$ cat src/rtl/seg_scan_decoder.sv
// Recovers hex digits from a scanned, multiplexed active-low 7-segment display
// and presents each complete 4-digit frame through a valid/ready output register.
module seg_scan_decoder #(
  parameter int STABLE_CYCLES = 4
) (
  input  logic        CLOCK_50,
  input  logic        RESET_N,
  input  logic [6:0]  SEG,
  input  logic [3:0]  DIG_EN,
  input  logic        OUT_READY,
  output logic        OUT_VALID,
  output logic [15:0] VALUE,
  output logic [3:0]  DIGIT_OK,
  output logic        OVERRUN
);

  function automatic logic [4:0] seg_dec(input logic [6:0] s);
    case (s)
      7'h40: seg_dec = {1'b1, 4'h0};
      7'h79: seg_dec = {1'b1, 4'h1};
      7'h24: seg_dec = {1'b1, 4'h2};
      7'h30: seg_dec = {1'b1, 4'h3};
      7'h19: seg_dec = {1'b1, 4'h4};
      7'h12: seg_dec = {1'b1, 4'h5};
      7'h02: seg_dec = {1'b1, 4'h6};
      7'h78: seg_dec = {1'b1, 4'h7};
      7'h00: seg_dec = {1'b1, 4'h8};
      7'h10: seg_dec = {1'b1, 4'h9};
      7'h08: seg_dec = {1'b1, 4'hA};
      7'h03: seg_dec = {1'b1, 4'hB};
      7'h46: seg_dec = {1'b1, 4'hC};
      7'h21: seg_dec = {1'b1, 4'hD};
      7'h06: seg_dec = {1'b1, 4'hE};
      7'h0E: seg_dec = {1'b1, 4'hF};
      default: seg_dec = 5'h00;
    endcase
  endfunction

  logic [10:0]      s1_q, s2_q, prev_q;
  logic [7:0]       cnt_q, cnt_d;
  logic             fired_q, fired_d;
  logic [3:0]       mask_q, mask_d, mask_nxt;
  logic [3:0][3:0]  sh_val_q, sh_val_d;
  logic [3:0]       sh_ok_q, sh_ok_d;
  logic             valid_q, valid_d, ovr_q, ovr_d;
  logic [15:0]      value_q, value_d;
  logic [3:0]       dok_q, dok_d;
  logic             diff, onehot, cap, complete, accept, load;
  logic [3:0]       en_s;
  logic [4:0]       dec;

  // prev_q is the sample the run counter describes, so capture decodes it
  assign diff     = (s2_q != prev_q);
  assign en_s     = prev_q[10:7];
  assign onehot   = (en_s != 4'b0000) && ((en_s & (en_s - 4'd1)) == 4'b0000);
  assign dec      = seg_dec(prev_q[6:0]);
  assign cap      = (cnt_q == 8'(STABLE_CYCLES)) && !fired_q && onehot;
  assign mask_nxt = mask_q | (cap ? en_s : 4'b0000);
  assign complete = (mask_nxt == 4'b1111);
  assign accept   = valid_q && OUT_READY;
  assign load     = complete && (!valid_q || OUT_READY);

  for (genvar n = 0; n < 4; n++) begin : g_slot
    assign sh_val_d[n] = (cap && en_s[n]) ? dec[3:0] : sh_val_q[n];
    assign sh_ok_d[n]  = (cap && en_s[n]) ? dec[4]   : sh_ok_q[n];
  end

  always_comb begin
    cnt_d   = diff ? 8'd1 : ((cnt_q == 8'hFF) ? cnt_q : cnt_q + 8'd1);
    // fired_q blocks a second capture while a saturated counter sits at 255
    fired_d = diff ? 1'b0 : (fired_q || (cnt_q == 8'(STABLE_CYCLES)));
    mask_d  = complete ? 4'b0000 : mask_nxt;
    valid_d = valid_q;
    value_d = value_q;
    dok_d   = dok_q;
    ovr_d   = ovr_q;
    if (accept) begin
      valid_d = 1'b0;
      ovr_d   = 1'b0;
    end
    if (load) begin
      valid_d = 1'b1;
      value_d = sh_val_d;
      dok_d   = sh_ok_d;
    end else if (complete) begin
      ovr_d   = 1'b1;
    end
  end

  always_ff @(posedge CLOCK_50 or negedge RESET_N) begin
    if (!RESET_N) begin
      s1_q     <= '0;
      s2_q     <= '0;
      prev_q   <= '0;
      cnt_q    <= 8'd1;
      fired_q  <= 1'b0;
      mask_q   <= '0;
      sh_val_q <= '0;
      sh_ok_q  <= '0;
      valid_q  <= 1'b0;
      value_q  <= '0;
      dok_q    <= '0;
      ovr_q    <= 1'b0;
    end else begin
      s1_q     <= {DIG_EN, SEG};
      s2_q     <= s1_q;
      prev_q   <= s2_q;
      cnt_q    <= cnt_d;
      fired_q  <= fired_d;
      mask_q   <= mask_d;
      sh_val_q <= sh_val_d;
      sh_ok_q  <= sh_ok_d;
      valid_q  <= valid_d;
      value_q  <= value_d;
      dok_q    <= dok_d;
      ovr_q    <= ovr_d;
    end
  end

  assign OUT_VALID = valid_q;
  assign VALUE     = value_q;
  assign DIGIT_OK  = dok_q;
  assign OVERRUN   = ovr_q;

endmodule

$ cat config.mk
export PLATFORM = sky130hd
export DESIGN_NAME = seg_scan_decoder
export DESIGN_NICKNAME = d
export VERILOG_FILES = /design/src/rtl/seg_scan_decoder.sv
export SDC_FILE = /design/constraint.sdc
export NUM_CORES = 1
export LEC_CHECK = 0
export BUFFER_PORTS_ARGS = -buffer_cell sky130_fd_sc_hd__buf_2
export CORE_MARGIN = 3
export CORE_UTILIZATION = 34
export CTS_CLUSTER_DIAMETER = 30
export DETAILED_ROUTE_END_ITERATION = 8
export PLACE_DENSITY = 0.6
export SYNTH_ARGS = -nofsm -noshare
export SYNTH_HDL_FRONTEND = slang
export SYNTH_SLANG_ARGS = --single-unit
$ cat constraint.sdc
create_clock -name CLOCK_50 -period 2.5 [get_ports CLOCK_50]
set_input_delay 0.375 -clock CLOCK_50 [delete_from_list [all_inputs] [get_ports CLOCK_50]]
set_output_delay 0.375 -clock CLOCK_50 [all_outputs]
set_load 0.005 [all_outputs]
Word level (Yosys, flattened, before mapping)
Cells that the tools add are included.
{"block": "classes", "n_eq_ne": 20, "reduce_logical": 17, "bitwise": 2, "n_addsub": 2, "muxes": 19}
{"operator": "one-hot mux 5 bit (16 select lines)", "count": 1}
{"operator": "== test 7 bit, second input constant", "count": 4}
{"operator": "two-way mux 4 bit", "count": 6}
{"operator": "== test 7 x 5 -> 1 bit, second input constant", "count": 3}
{"operator": "== test 7 x 6 -> 1 bit, second input constant", "count": 3}
{"operator": "two-way mux 8 bit", "count": 2}
{"operator": "== test 7 x 2 -> 1 bit, second input constant", "count": 2}
{"operator": "== test 7 x 4 -> 1 bit, second input constant", "count": 2}
{"operator": "inequality test 11 bit", "count": 1}
{"operator": "two-way mux 1 bit", "count": 10}
{"operator": "logical AND 1 bit", "count": 9}
{"operator": "adder 8 x 1 -> 8 bit, second input constant", "count": 1}
{"operator": "== test 8 x 3 -> 1 bit, second input constant", "count": 1}
{"operator": "== test 8 bit, second input constant", "count": 1}
{"operator": "== test 7 x 3 -> 1 bit, second input constant", "count": 1}
{"operator": "zero test 7 bit", "count": 1}
{"operator": "AND 4 bit", "count": 1}
{"operator": "== test 4 bit, second input constant", "count": 1}
{"operator": "zero test 4 bit", "count": 1}
{"operator": "bitwise OR 4 bit", "count": 1}
{"operator": "nonzero test 4 bit", "count": 1}
{"operator": "subtractor 4 x 1 -> 4 bit, second input constant", "count": 1}
{"operator": "zero test 1 bit", "count": 2}
{"operator": "logical OR 1 bit", "count": 2}
{"operator": "other kinds (2)", "count": 2}
{"block": "totals", "elab_cells": 75, "inputBits": 14, "register_bits": 88, "out_inout_bits": 22}

Longest topological paths before layout
Gate-level depths: netlist of run 1.
{"block": "logic_depth", "word_depth": 10, "depth_mapped": 9, "mapped_depth_nobuf": 7}

Worst setup path before layout of run 1
Ideal clock, no wire load.
{"block": "synth_timing", "path_type": "register -> register", "start": "register cnt_q[0]", "end": "register dok_q[0], in the netlist DIGIT_OK[0]", "path_stages_with_launch": 10, "setup_time_ns": 0.125, "n_path_buf": 2, "synth_period_minus_slack_ns": 2.279, "setup_slack_ns": 0.221, "t_required_ns": 2.375, "arrival_time_ns": 2.154, "cell_sequence": "dfstp_2 -> inv_1 -> ha_1 -> and4bb_2 -> and4bb_1 -> buf_6 -> o22ai_4 -> nor3_4 -> buf_12 -> mux2_4"}
{"block": "synth_via", "elab_chain_len": 7, "word_cells_on_any_way": 9, "classes_between": "eq/ne (2); mux (2); bitwise (1); reduce/logical (4)"}
{"item": "from (decl)", "line": "40", "text": "logic [7:0] cnt_q, cnt_d;"}
{"item": "from (signal assigned)", "line": "108", "text": "cnt_q <= cnt_d;"}
{"item": "== test 8 x 3 -> 1 bit *", "line": "57", "text": "assign cap = (cnt_q == 8'(STABLE_CYCLES)) && !fired_q && onehot;"}
{"item": "logical AND 1 bit * (2 in series)", "line": "57"}
{"item": "two-way mux 4 bit", "line": "58", "text": "assign mask_nxt = mask_q | (cap ? en_s : 4'b0000);"}
{"item": "bitwise OR 4 bit", "line": "58"}
{"item": "== test 4 bit", "line": "59", "text": "assign complete = (mask_nxt == 4'b1111);"}
{"item": "logical AND 1 bit", "line": "61", "text": "assign load = complete && (!valid_q || OUT_READY);"}
{"item": "to (signal assigned)", "line": "115", "text": "dok_q <= dok_d;"}
{"item": "to (decl)", "line": "47", "text": "logic [3:0] dok_q, dok_d;"}
Every way passes the cells marked *; elsewhere a longest branch is shown, timed or not.
A chain may end at the register's enable or synchronous reset.

Final worst setup path of run 1
{"block": "layout_timing", "start": "register cnt_q[0]", "end": "register value_q[12], in the netlist VALUE[12]"}
{"block": "layout_via", "elab_chain_len": 7, "word_cells_on_any_way": 9, "classes_between": "eq/ne (2); mux (2); bitwise (1); reduce/logical (4)"}
{"item": "== test 8 x 3 -> 1 bit *", "line": "57"}
{"item": "logical AND 1 bit * (2 in series)", "line": "57"}
{"item": "two-way mux 4 bit", "line": "58"}
{"item": "bitwise OR 4 bit", "line": "58"}
{"item": "== test 4 bit", "line": "59"}
{"item": "logical AND 1 bit", "line": "61"}
{"item": "to (signal assigned)", "line": "114", "text": "value_q <= value_d;"}
{"item": "to (decl)", "line": "46", "text": "logic [15:0] value_q, value_d;"}
Marks and branches as above.

==> out/metrics.yaml, run 1 <==
post_drt_wl_per_cell_um: 14.4
max_freq_ghz: 0.437
rsz0062_at_grt: "false"
ys_ff_latch: 88
hp-class: "in2reg"
synthSimpleGateAreaFrac_pct: 17.9
crit_slowest_cell: "dfstp_2"
grt_overflow: 0
tns_ps: 0
syn_nets: 312
die_h_um: 112
ys_top_cells_by_area: "dfrtp_1, mux2_2, mux2_4"
cts_setup_buffers: 0
ios: 36
setup_viol: 0
synthAdderAreaFrac_pct: 0.661
grt_pass1_wl_um: 11900
cp-end-kind: "flop"
post-route-period-util_pct: 91.6
crit_type: "reg2reg"
cp_num_buf_inv: 2
postRouteAntennaNets: 0
final_common_cell: "dfrtp_1"
die_w_um: 112
path_max_fanout: 17
finalHoldViolCount: 0
min_delay_path_depth: 1
synth_ff_type: "dfrtp_1"
design.core.area_um2: 10600
synth_edf_count: 0
outcome: "complete, no violations"
tightest_slew_ps: 719
worst_skew_pair.late_latency_ps: 350
hold_end: "s1_q[2]"
slowest_delay_ps: 590
cp-start-kind: "flop"
r2r-start: "cnt_q[0]"
start_util_pct: 35.7
root_buffer: "clkbuf_8"
place.gp.congestion: 0.781
crit_family: "flip-flops"
htree_levels: 3
path_clk_slew_ps: 90
muxShareOfSynthArea_pct: 9.61
grt_max_degree: 49
reg2reg_to: "VALUE[12]"
die_area_um2: 12400
r2r_slack_ps: 210
antenna_found_initial: 0
antenna_cells: 0
via_count: 2380
track_usage_pct: 11.6
nNetsFinal: 353
crit_cells: 8
synth-async-reset-ratio_pct: 100
synth.avg_cell_area_um2: 12.8
synth_area_um2: 3790
drt_iter0_drc: 176
drive_gt1_share_pct: 29.2
synth_top_area_share_pct: 57.5
cap_violations: 0
skew_ps: 13.7
power_density_nw_per_um2: 574
ys_warn_count: 0
cellLeakagePower_nw: 1.95
synth_compound_area_share_pct: 7.00
first_pass_iters: 4
seq_area_frac_synth_pct: 58.2
synth_cells: 296
clock_path_buffers: 2
layout_common_cells: "dfrtp_1, buf_2, nor2_1, mux2_2, xor2_1"
wl_um: 6870
std_cell_rows: 37
yosysUniqueCellTypes: 55
numCtsBuffers: 9
holdCritStartpoint: "SEG[2]"
max_slew_margin_pct: 51.8
period_minus_slack_ps: 2290
synth_top_family_by_area: "simple AND/OR/NAND/NOR gates"
yosys.area.top_type: "dfrtp_1"
port_buffers: 35
cts.sinks: 88
via_per_inst: 4.98
arrival_ps: 2520
synthXorXnorAreaFrac_pct: 3.93
crit_chain: "inv_1 -> ha_1 -> and4bb_2 -> and3_2 -> o22ai_4 -> nor3_4 -> buf_12 -> mux2_4"
reg2reg_depth: 8
ir_drop_uv: 348
drc_errors: 0
cp.required_ps: 2730
cts_tree: "built"
final_util_pct: 40.7
synthToLayoutAreaGrowth_pct: 13.9
grt_pass1_vias: 2386
slew_viol_final: 0
dp_hpwl_um: 4740
[Yosys cell counts (all sizes together) (3+ instances only)]
master,n
and4,3
nor2,30
mux2,29
clkbuf,4
dfrtp,87
nand3,3
xnor2,3
o22ai,3
nand3b,3
and3,6
a21oi,10
nor2b,5
a211o,3
a2111oi,3
or4,3
o31ai,6
buf,9
nand2,4
nor4b,4
nor3,7
nand4,6
inv,5
or3,7
nand2b,4
nor4,6
o21ai,3
xor2,14
nor3b,5
[worst reg2reg max path: cells and delay by family, from the launching register on]
| kind | cells | cell delay, ps |
|---|---|---|
| flops | 1 | 590 |
| simple gates | 3 | 580 |
| compound gates | 1 | 270 |
| buf+inv | 2 | 240 |
| fa+ha+maj | 1 | 210 |
| mux | 1 | 300 |
[cells by family after synthesis]
family                   Yosys count
adder cells (fa/ha/maj)            2
AND/OR/NAND/NOR                  107
XOR/XNOR                          17
buffers and inverters             18
flip-flops                        88
multiplexers                      29
AO/OA/AOI/OAI                     35
[timing repair]
item,4_1_cts,5_1_grt
gates resized for setup,0,0
hold buffers,1,0
setup endpoints to repair,0,0
endpoints found under the hold margin,32,0
[power breakdown]
| group | switching (mW) | internal (mW) | total [mW] |
|---|---|---|---|
| logic | 0.0568 | 0.0436 | 0.100 |
| clock network | 0.512 | 0.376 | 0.888 |
| registers | 0.0367 | 1.45 | 1.49 |
| total | 0.606 | 1.87 | 2.48 |
[registers in the layout (all words and copies together), names as in the netlist]
register and count:
mask_q 4, cnt_q 8, s1_q 11, s2_q 11, DIGIT_OK 4, fired_q 1
OVERRUN 1, VALUE 16, OUT_VALID 1, sh_val_q 16, sh_ok_q 4, prev_q 11
[final cells by class]
type | count | area [um2]
clock inverter | 6 | 48.8
inverter | 5 | 18.8
multi-input combinational | 190 | 1480
clock buffer | 10 | 128
sequential | 88 | 2200
tap | 136 | 170
fill | 965 | 6290
timing repair buffer | 43 | 265
[through the flow]
step	total power [mW]	cells	hold WS [ps]	instance area [um2]	setup WS, ps
final	2.48	478	128	4310	211
after global routing	2.61	478	95.6	4310	72.7
after CTS	2.53	478	98.5	4310	215
after detailed placement	1.62	461	335	4130	229
after global placement	1.62	461	332	4130	253
after floorplan	1.56	296	79.4	3790	221
[layer usage]
layer / GRT usage (%) / part of all wire [%]
met1: 16.5 / 50
met4: 4.62 / 1.2
met5: 0 / 0
met2: 17.5 / 46
met3: 2.45 / 2.7
[worst max path at each step]
stage / startpoint / end / slack [ps]
final: cnt_q[0] / VALUE[12] / 210
after global routing: cnt_q[1] / VALUE[2] / 70
after CTS: cnt_q[1] / VALUE[3] / 210
after detailed placement: cnt_q[0] / VALUE[10] / 230
after global placement: cnt_q[1] / VALUE[3] / 250
after floorplan: cnt_q[0] / DIGIT_OK[0] / 220
(Power assumes the default switching activity.)
==> run 2, diff against run 1 <==
==> constraint.sdc (replaced) <==
create_clock -name CLOCK_50 -period 2.5 [get_ports CLOCK_50]
set_input_delay 0 -clock CLOCK_50 [delete_from_list [all_inputs] [get_ports CLOCK_50]]
set_output_delay 0 -clock CLOCK_50 [all_outputs]
set_load 0.02 [all_outputs]
==> run 2 against run 1 <==
- clock skew fell by 2.5 ps
- first-iteration DRC count fell by 4.5%
- sequential power barely moved
- clock-buffer cell count did not move
- flip-flop and latch count did not move
- cell count rose by 2.3%
- largest power group unchanged
- hold slack improved by 160 ps
- clock power rose by 8.3%
==> out/metrics.yaml, run 2 (same netlist as run 1, synthesis figures left out) <==
grt_pass1_wl_um: 12300
post_cts_resized: 0
final_util_pct: 41.8
fin_cells: 489
max_slew_margin_pct: 27.7
ios: 36
fin_area_um2: 4430
final_common_cell: "dfrtp_1"
drive_gt1_share_pct: 28.0
die_w_um: 112
postRouteAntennaNets: 0
cp-end-kind: "flop"
track_usage_pct: 12.1
dp.cells: 460
path_max_fanout: 17
via_per_inst: 4.99
timing.final.ws_setup_ps: 187
holdCritStartpoint: "DIG_EN[3]"
total_power_mw: 2.56
drt_iter0_drc: 168
use_met2_pct: 18.1
cp-start-kind: "flop"
outcome: "complete, no violations"
period_minus_slack_ps: 2310
wl_um: 6930
cp.required_ps: 2740
cts_tree: "built"
post_drt_wl_per_cell_um: 14.2
worst_skew_pair.late_latency_ps: 350
root_buffer: "clkbuf_8"
clock_path_buffers: 2
antenna_found_initial: 0
via_count: 2442
drc_errors: 0
place.gp.congestion: 0.796
layout_common_cells: "dfrtp_1, buf_2, nor2_1, mux2_2, xor2_1"
rsz0062_at_grt: "false"
hold_end: "s1_q[10]"
htree_levels: 3
r2r-start: "cnt_q[0]"
start_util_pct: 35.7
grt_overflow: 0
finalHoldViolCount: 0
port_buffers: 35
slew_viol_final: 0
tns_ps: 0
post-route-period-util_pct: 92.5
synthToLayoutAreaGrowth_pct: 17.0
numCtsBuffers: 9
place_ws_ps: 201
hp-class: "in2reg"
antenna_cells: 0
first_pass_iters: 4
nNetsFinal: 364
cts.sinks: 88
power_density_nw_per_um2: 578
std_cell_rows: 37
design.core.area_um2: 10600
max_freq_ghz: 0.432
grt_pass1_vias: 2507
ir_drop_uv: 519
skew_ps: 11.2
placed_area_um2: 4110
arrival_ps: 2550
tightest_slew_ps: 1080
grt_max_degree: 89
crit_type: "reg2reg"
use_met3_pct: 2.55
setup_viol: 0
cap_violations: 0
reg2reg_to: "VALUE[0]"
min_delay_path_depth: 2
fin_hold_ws_ps: 285
path_clk_slew_ps: 80
r2r_slack_ps: 190
reg2reg_depth: 8
die_h_um: 112
grt_util_met1_pct: 16.9
dp_hpwl_um: 4690
grt-busiest-layer: "met2"
cellLeakagePower_nw: 1.99
die_area_um2: 12400
## run 2: changes by cell type in the layout (fill, tap and decap cells not counted)
cell / delta
clkinv_2: -1
clkinvlp_4: +4
bufinv_16: +1
buf_12: -1
dlygate4sd3_1: +12
clkinv_4: -1
inv_6: -3
## run 2: cell type report
type,count,area (um2)
repair buffers,54,365
flip-flops and latches,88,2200
clock inverters,6,68.8
inverters,5,18.8
well taps,136,170
clock buffers,10,128
fillers,973,6170
multi-input cells,190,1480
## run 2: worst max-delay path by stage
stage / startpoint / endpoint / cells after the start
after floorplan: cnt_q[0] / DIGIT_OK[0] / 9
after global placement: cnt_q[1] / VALUE[3] / 8
after detailed placement: cnt_q[1] / VALUE[1] / 8
after CTS: cnt_q[1] / VALUE[7] / 8
after global routing: cnt_q[1] / VALUE[7] / 8
final: cnt_q[0] / VALUE[0] / 8
## run 2: what timing repair did
action                    CTS  global route
hold endpoints to repair  100             0
setup buffers               0             0
hold buffers               13             0
## run 2: per-layer routing
| metal | wire [um] | up-vias |
|---|---|---|
| met5 | 0 | - |
| met2 | 3100 | 39 |
| met1 | 3470 | 1215 |
| met4 | 151 | 0 |
| li1 | - | 1177 |
| met3 | 210 | 11 |
## run 2: where the power goes
group	switching, mW	leakage [nW]	internal (mW)
logic	0.0615	0.759	0.0526
clock network	0.497	0.0851	0.465
registers	0.0362	1.14	1.45
## run 2: critical path, stage by stage, from the launching register on
cell and delay (ps):
dfstp_2 600, inv_1 60, ha_1 210, and4bb_2 240, and3_2 250, o22ai_4 280, nor3_4 90, buf_12 170
mux2_4 300
